File: config.mk
export PLATFORM = sky130hd
export DESIGN_NAME = adder_tree_ich_acc
export DESIGN_NICKNAME = d
export VERILOG_FILES = /design/src/rtl/adder_tree_ich_acc_pkg.sv /design/src/rtl/adder_tree_ich_acc_level.sv /design/src/rtl/adder_tree_ich_acc.sv
export SDC_FILE = /design/constraint.sdc
export NUM_CORES = 2
export LEC_CHECK = 0
export CORE_MARGIN = 2
export CORE_UTILIZATION = 55
export DETAILED_ROUTE_END_ITERATION = 8
export GPL_TIMING_DRIVEN = 0
export PLACE_DENSITY = 0.8
export SETUP_SLACK_MARGIN = 0.02
export SLEW_MARGIN = 30
export SYNTH_ARGS = -nofsm -noshare
export SYNTH_HDL_FRONTEND = slang
export SYNTH_HIERARCHICAL = 1
export SYNTH_SLANG_ARGS = --single-unit
File: constraint.sdc
create_clock -name clk -period 4.4 [get_ports clk]
set_input_delay 0.44 -clock clk [delete_from_list [all_inputs] [get_ports clk]]
set_output_delay 0.44 -clock clk [all_outputs]
set_load 0.005 [all_outputs]
File: src/rtl/adder_tree_ich_acc_pkg.sv
// Shared accumulator helpers: state encodings, clog2 and a saturating clip
// used by the adder-tree accumulator and the output quantiser.
package acc_pkg;

  typedef enum logic [1:0] {
    ST_IDLE  = 2'd0,
    ST_ACCUM = 2'd1,
    ST_HOLD  = 2'd2
  } acc_st_e;

  function automatic int clog2(input int v);
    int r;
    r = 0;
    while ((1 << r) < v) r++;
    return r;
  endfunction

  // Clip a wide signed value into the signed range of a w-bit word (w <= 64).
  function automatic logic signed [64:0] sat_s(input logic signed [64:0] x, input int unsigned w);
    logic signed [64:0] hi, lo;
    hi = (65'sd1 <<< (w - 1)) - 65'sd1;
    lo = -(65'sd1 <<< (w - 1));
    if (x > hi) return hi;
    if (x < lo) return lo;
    return x;
  endfunction

endpackage

File: src/rtl/adder_tree_ich_acc_level.sv
// One adder-tree level: N_IN/2 pairwise wrapping adds, optionally registered
// with a valid bit and a load enable.
module adder_tree_level #(
  parameter int W    = 32,
  parameter int N_IN = 2,
  parameter bit REG  = 1'b1
) (
  input  logic                         clk,
  input  logic                         rst,
  input  logic                         en,
  input  logic                         in_vld,
  input  logic [N_IN-1:0][W-1:0]       in_d,
  output logic                         out_vld,
  output logic [N_IN/2-1:0][W-1:0]     out_d
);

  logic [N_IN/2-1:0][W-1:0] sum;

  always_comb begin
    for (int i = 0; i < N_IN / 2; i++) sum[i] = in_d[2*i] + in_d[2*i+1];
  end

  if (REG) begin : g_reg
    always_ff @(posedge clk) begin
      if (rst) begin
        out_vld <= 1'b0;
        out_d   <= '0;
      end else if (en) begin
        out_vld <= in_vld;
        out_d   <= sum;
      end
    end
  end else begin : g_comb
    logic unused_ok;
    assign unused_ok = ^{clk, rst, en};
    assign out_vld   = in_vld;
    assign out_d     = sum;
  end

endmodule

File: src/rtl/adder_tree_ich_acc.sv
// Pipelined signed adder tree over NUM_CH channels, accumulated over cfg_grp_num groups.
// Optional ADDER_TREE_ACC_SAT_EN: saturating accumulator with sticky out_sat.
module adder_tree_ich_acc
  import acc_pkg::*;
#(
  parameter int IN_WIDTH    = 16,
  parameter int NUM_CH      = 32,
  parameter int PSUM_WIDTH  = 32,
  parameter int LVL_PER_REG = 2,
  parameter int GRP_W       = 8
) (
  input  logic                          clk,
  input  logic                          rst,
  input  logic [GRP_W-1:0]              cfg_grp_num,
  input  logic                          in_valid,
  output logic                          in_ready,
  input  logic [IN_WIDTH*NUM_CH-1:0]    in_data,
  output logic                          out_valid,
  input  logic                          out_ready,
  output logic signed [PSUM_WIDTH-1:0]  out_psum,
`ifdef ADDER_TREE_ACC_SAT_EN
  output logic                          out_sat,
`endif
  output logic                          busy
);

  localparam int LEVELS = clog2(NUM_CH);

  logic                                 pipe_en;
  logic [LEVELS:0]                      vld_pipe;
  logic [LEVELS-1:0]                    reg_vld;
  logic [NUM_CH-1:0][PSUM_WIDTH-1:0]    in_ext;
  logic signed [PSUM_WIDTH-1:0]         tree_d, acc, acc_nxt;
  logic [GRP_W-1:0]                     cnt, n_lat, cfg_n;
  logic                                 do_start, do_acc;
  acc_st_e                              state;

  // Single global stall: the whole pipe freezes while a result waits downstream.
  assign pipe_en     = !(out_valid && !out_ready);
  assign in_ready    = pipe_en && !rst;
  assign vld_pipe[0] = in_valid && in_ready;

  always_comb begin
    for (int k = 0; k < NUM_CH; k++)
      in_ext[k] = PSUM_WIDTH'($signed(in_data[k*IN_WIDTH +: IN_WIDTH]));
  end

  for (genvar l = 0; l < LEVELS; l++) begin : g_lvl
    localparam int NI = NUM_CH >> l;
    localparam bit RG = (((l + 1) % LVL_PER_REG) == 0) || (l == LEVELS - 1);
    logic [NI-1:0][PSUM_WIDTH-1:0]   din;
    logic [NI/2-1:0][PSUM_WIDTH-1:0] dout;
    if (l == 0) begin : g_src
      assign din = in_ext;
    end else begin : g_src
      assign din = g_lvl[l-1].dout;
    end
    adder_tree_level #(.W(PSUM_WIDTH), .N_IN(NI), .REG(RG)) u_lvl (
      .clk     (clk),
      .rst     (rst),
      .en      (pipe_en),
      .in_vld  (vld_pipe[l]),
      .in_d    (din),
      .out_vld (vld_pipe[l+1]),
      .out_d   (dout)
    );
    assign reg_vld[l] = RG ? vld_pipe[l+1] : 1'b0;
  end

  assign tree_d = g_lvl[LEVELS-1].dout[0];
  assign cfg_n  = (cfg_grp_num == '0) ? GRP_W'(1) : cfg_grp_num;

  // A tree beat either opens a set (idle, or hold being drained) or extends one.
  assign do_start = vld_pipe[LEVELS] && ((state == ST_IDLE) || ((state == ST_HOLD) && out_ready));
  assign do_acc   = vld_pipe[LEVELS] && (state == ST_ACCUM);

`ifdef ADDER_TREE_ACC_SAT_EN
  logic signed [64:0] sum_w, sum_s;
  logic               clip, sat_q;

  always_comb begin
    sum_w   = 65'(acc) + 65'(tree_d);
    sum_s   = sat_s(sum_w, PSUM_WIDTH);
    acc_nxt = sum_s[PSUM_WIDTH-1:0];
    clip    = (sum_s != sum_w);
  end

  always_ff @(posedge clk) begin
    if (rst)           sat_q <= 1'b0;
    else if (do_start) sat_q <= 1'b0;
    else if (do_acc)   sat_q <= sat_q | clip;
  end
  assign out_sat = sat_q;
`else
  assign acc_nxt = acc + tree_d;
`endif

  always_ff @(posedge clk) begin
    if (rst) begin
      state <= ST_IDLE;
      acc   <= '0;
      cnt   <= '0;
      n_lat <= '0;
    end else if (do_start) begin
      acc   <= tree_d;
      cnt   <= GRP_W'(1);
      n_lat <= cfg_n;
      state <= (cfg_n == GRP_W'(1)) ? ST_HOLD : ST_ACCUM;
    end else if (do_acc) begin
      acc <= acc_nxt;
      cnt <= cnt + GRP_W'(1);
      if ((cnt + GRP_W'(1)) == n_lat) state <= ST_HOLD;
    end else if ((state == ST_HOLD) && out_ready) begin
      state <= ST_IDLE;
      cnt   <= '0;
    end
  end

  assign out_valid = (state == ST_HOLD);
  assign out_psum  = acc;
  assign busy      = (|reg_vld) || (state != ST_IDLE);

endmodule

# ---- After elaboration in Yosys (flattened, before gate mapping)
# Index checks and enable logic that the tools add are counted.
dict set report classes {
  eq_ne 5
  reduce_logical 20
  addsub 33
  muxes 11
}
# cell n
set ops {}
lappend ops {{$add 16x16->17} 16}
lappend ops {{$add 32x32->32} 8}
lappend ops {{$add 17x17->18} 8}
lappend ops {{$mux 32} 2}
lappend ops {{$mux 8} 3}
lappend ops {{$mux 2} 5}
lappend ops {{$add 8x1->8 const B} 1}
lappend ops {{$eq 8x1->1 const B} 1}
lappend ops {{$eq 8x8->1} 1}
lappend ops {{$logic_not 8->1} 1}
lappend ops {{$logic_and 1x1->1} 6}
lappend ops {{$reduce_bool 2->1} 3}
lappend ops {{$logic_not 1->1} 3}
lappend ops {{$ne 3x2->1 const B} 1}
lappend ops {{$reduce_bool 3->1} 1}
lappend ops {{$reduce_or 3->1} 1}
lappend ops {{$eq 2x1->1 const B} 1}
lappend ops {{$eq 2x2->1 const B} 1}
lappend ops {{$logic_not 2->1} 1}
lappend ops {{$logic_or 1x1->1} 2}
lappend ops {{$reduce_and 2->1} 1}
lappend ops {{$reduce_or 2->1} 1}
lappend ops {{$mux 1} 1}
dict set report totals {
  regBits 405
}

# ---- Logic depth before layout (Yosys ltp)
dict set report logic_depth {
  depth_word 6
  mapped_depth 23
  ltp_nobuf 22
}

# ---- Cells and area by module
# Netlist, hierarchy kept.
# module seq_area_each_um2 cells_each area_per_inst_um2 n_inst
set modules_own_cells {}
lappend modules_own_cells {{adder_tree_level (g_lvl[0].u_lvl)} 0.0 3297 23973.0 1}
lappend modules_own_cells {{adder_tree_level (g_lvl[1].u_lvl)} 5144.9 2647 20990.1 1}
lappend modules_own_cells {{adder_tree_level (g_lvl[2].u_lvl)} 0.0 882 6371.1 1}
lappend modules_own_cells {{adder_tree_level (g_lvl[3].u_lvl)} 1301.2 714 5541.6 1}
lappend modules_own_cells {adder_tree_ich_acc 1001.0 507 3920.0 1}
lappend modules_own_cells {{adder_tree_level (g_lvl[4].u_lvl)} 660.6 380 3036.7 1}

# ---- Least setup slack after synthesis
# Ideal clock, no wire load.
dict set report synth_path {
  kind {input -> register}
  from {in in_data[320]}
  to {reg g_lvl[1].u_lvl/out_d[191] (netlist name)}
  setup_time_ps 86
  arrival_ps 4612
  slack_ps -297
  cell_stages 23
  path_cell_list {ha_1 -> fa_1 -> a211o_1 -> a2111oi_2 -> o22ai_1 -> a211o_1 -> a21o_1 -> and2_1 -> nor2_1 -> nor2_1 -> nor2_1 -> xnor2_1 -> ha_1 -> clkbuf_1 -> a21o_1 -> a21o_1 -> a21oi_1 -> o21bai_1 -> a221oi_1 -> o21ai_1 -> a21oi_1 -> xnor2_1 -> a211oi_1}
}
# element line_no
set synth_rtl {}
lappend synth_rtl {{start: declaration} adder_tree_ich_acc.sv:17} ;# input logic [IN_WIDTH*NUM_CH-1:0] in_data,
lappend synth_rtl {{end signal: assignment} adder_tree_ich_acc_level.sv:30} ;# out_d <= sum;
lappend synth_rtl {{end: declaration} adder_tree_ich_acc_level.sv:14} ;# output logic [N_IN/2-1:0][W-1:0] out_d

==> results.ini <==
[outcome]
status=complete, but fails checks
violations=negative setup slack

[floorplan]
io_pins=559
core_um2=115000
die_area_um2=119000
die_h_um=345
initial_utilization_pct=55.7
num_rows=124
fp.dieW_um=345

[sta]
drv_slew=0
finalSetupViolCount=7
setup_ws_ps=-224
finalHoldViolCount=0
period_needed_ps=4620
fin_crit_sh_pct=105
worst_pin_slew_ps=1140
max_freq_ghz=0.216
rsz0062_at_grt=true
fin_skew_ps=27.2
slew_headroom_pct=24.1

[critical_path]
r2r_slack_ps=-120
r2r_start=g_lvl[1].u_lvl/out_d[225]
crit_type=input port to register
critPathLaunchType=input port
path_max_fanout=4
crit_path_end_kind=register
crit_slowest_cell=clkdlybuf4s50_1
r2r-end=g_lvl[3].u_lvl/out_d[62]
crit_required_ps=4860
slowest_delay_ps=540
r2r_cells=19
worstPathArrival_ps=5080
cp_common_cell=a2111oi_4
path_cells=clkdlybuf4s50_1, ha_4, a21oi_1, nor2_1, a211o_1, a31oi_4, nor2b_1, nor2_2, o21bai_1, xor2_1, ha_1, buf_4, a2111oi_4, o41ai_4, o21ai_4, nor2b_4, a2111oi_4, xor2_2, o21ai_1

[grt]
busiest_layer=met2
antenna_found_initial=15
overflow=0
grt_max_degree=18
grt_usage_pct=36.4
use_met3_pct=4.84
grt_pass1_wl_mm=349
gr-usage-met1_pct=47.3
use_met2_pct=59.6
grt_pass1_vias=64485

[logic_synthesis]
synth_cells=8427
ys_warn_count=6
synth-edff-count=0
yosysSeqAreaShare_pct=12.7
synth_nets=9976
synth_cell_types=121
ys.flop_type=dfxtp_1
syn_area_um2=63800
ys_seq_elements=405
synth_area_per_cell_um2=7.57
async_reset_ff_share_pct=0

[power_and_ir_drop]
p_leak_nw=36.4
power.density_nw_per_um2=681
max-vdd-ir-drop_mv=0.565

[clock_tree]
cts.reportedPaths.clkPinSlew_ps=60
clockRootBuffer=clkbuf_16
clock_latency_ps=620
cts_buffer_depth=3
cts_tree=built
cts_max_level=2
clock-sinks=405
numCtsBuffers=48

[placed_design]
gp_congestion=1.04
dp_hpwl_mm=183
port_buffers=558
place_area_um2=71600
pre_cts_ws_ps=-1890

[routing]
wl_mm=238
viasPerCell=6.45
drcViolationCount=0
num_vias=69906
wl_per_cell_um=22.0
firstDrtPassIters=6
dr.first_iter.drc_count=5831
drtAntennaViolNets=0

[cells_and_area]
drive_gt1_share_pct=15.3
layout.nets=10833
ff_latch_area_um2=8150
nFillCells=9214
area_growth_pct=26.5
multi_input_area_um2=59300
fin_area_um2=80700

[worst_hold_path]
whs_endpoint=g_lvl[1].u_lvl/out_d[32]
hold_path_startpoint=in_data[96]
min_path_cells=5
hold_class=input port to register

[flow_run]
maxCapViolations=0

==> state kept, by name (all words and copies together), names as in the netlist <==
name                 cells
state                    2
cnt                      8
out_psum                32
n_lat                    8
g_lvl.u_lvl/out_vld      3
g_lvl.u_lvl/out_d      352
==> worst max-delay path: cells and delay by family <==
kind	cells	cell delay, ps
and+or+nand+nor	4	410
buffers and inverters	2	710
xor gates and xnor gates	2	620
adders and majority gates	2	640
AOI/OAI and AO/OA	9	2250
==> synth_stat cells (all sizes together) (163+ instances only) <==
cell	number	area share [%]
nor2	691	4.1
clkbuf	227	1.3
nand2	676	4.0
a21oi	973	7.7
xnor2	556	7.6
o21ai	580	4.6
o21bai	163	1.9
ha	993	19
a21o	514	6.0
dfxtp	405	13
inv	211	1.2
nand3	185	1.5
xor2	307	4.2
==> cell type report <==
cell class	instances	area share [%]
Antenna cell	3	0.00930
Buffer	198	1.03
Clock buffer	68	1.73
Clock inverter	21	0.310
Inverter	211	0.981
Multi-Input combinational cell	7547	73.5
Sequential cell	405	10.1
Tap cell	1512	2.34
Timing Repair Buffer	873	10.0
==> kinds of logic after synthesis <==
group           count (synthesis)  share of synthesized area, %
fa+ha+maj                    1025                          20.5
buf+inv                       475                          2.88
mux                           143                          2.25
xor+xnor                      863                          11.8
flops                         405                          12.7
compound gates               3137                          32.1
simple gates                 2379                          17.8
==> what timing repair did <==
| action | CTS | global route |
|---|---|---|
| endpoints found under the setup margin | 137 | 136 |
| gates resized for setup | 551 | 803 |
| pin swaps | 289 | 524 |
| gates cloned | 0 | 1 |
| setup buffers | 145 | 167 |
| hold buffers | 0 | 0 |
==> layout by cell type, fill, tap and decap left out, types with 82 or more instances in the layout <==
cell type        instances
nor3_1                 130
ha_2                    82
ha_1                   805
o21ai_1                134
nand2b_1                91
inv_1                  206
o21bai_1               146
nor2_1                 666
and3_1                  82
a21o_1                 508
nand3_1                179
buf_4                  302
a21oi_2                140
o21ai_0                387
ha_4                   106
clkdlybuf4s50_1        419
o21a_1                 106
a211oi_1                94
xor2_1                 286
clkbuf_1               151
mux2i_1                140
nand4_1                134
nor2b_1                 84
dfxtp_1                382
nand2_1                652
xnor2_1                510
a21oi_1                805
==> how the worst max path moves through the flow <==
stage	cells past startpoint	end	start	slack [ps]
floorplan	19	g_lvl[1].u_lvl/out_d[60]	in_data[96]	-90
global placement	22	g_lvl[1].u_lvl/out_d[94]	in_data[177]	-1830
detailed placement	22	g_lvl[1].u_lvl/out_d[94]	in_data[177]	-1890
CTS	19	g_lvl[3].u_lvl/out_d[62]	g_lvl[1].u_lvl/out_d[231]	-20
global route	19	g_lvl[1].u_lvl/out_d[94]	in_data[132]	-210
finish	19	g_lvl[1].u_lvl/out_d[94]	in_data[132]	-220
==> through the flow <==
step / power, mW / TNS (ps) / utilization [%] / hold WS [ps] / std cells
after detailed placement: 43.8 / -132700 / 62.5 / 448 / 10500
after floorplan: 33.2 / -153 / - / 429 / 8427
after CTS: 50.4 / -47.6 / 66.6 / 410 / 10699
after global routing: 58.4 / -2380 / 70.4 / 374 / 10836
final: 55.0 / -808 / 70.4 / 346 / 10838
after global placement: 43.3 / -129920 / 62.4 / 442 / 10497
==> power breakdown <==
part	internal, mW	leakage [nW]	switching (mW)
sequential	5.24	3.37	1.45
combinational	18.0	32.2	26.1
clock	2.51	0.814	1.71
total	25.8	36.4	29.2
==> routing by layer <==
metal	vias to the layer above	part of all wire, %
met1	33126	41
met5	-	0.037
met3	635	7.7
met2	2883	45
met4	14	5.8
li1	33248	-
(Power assumes the default switching activity.)
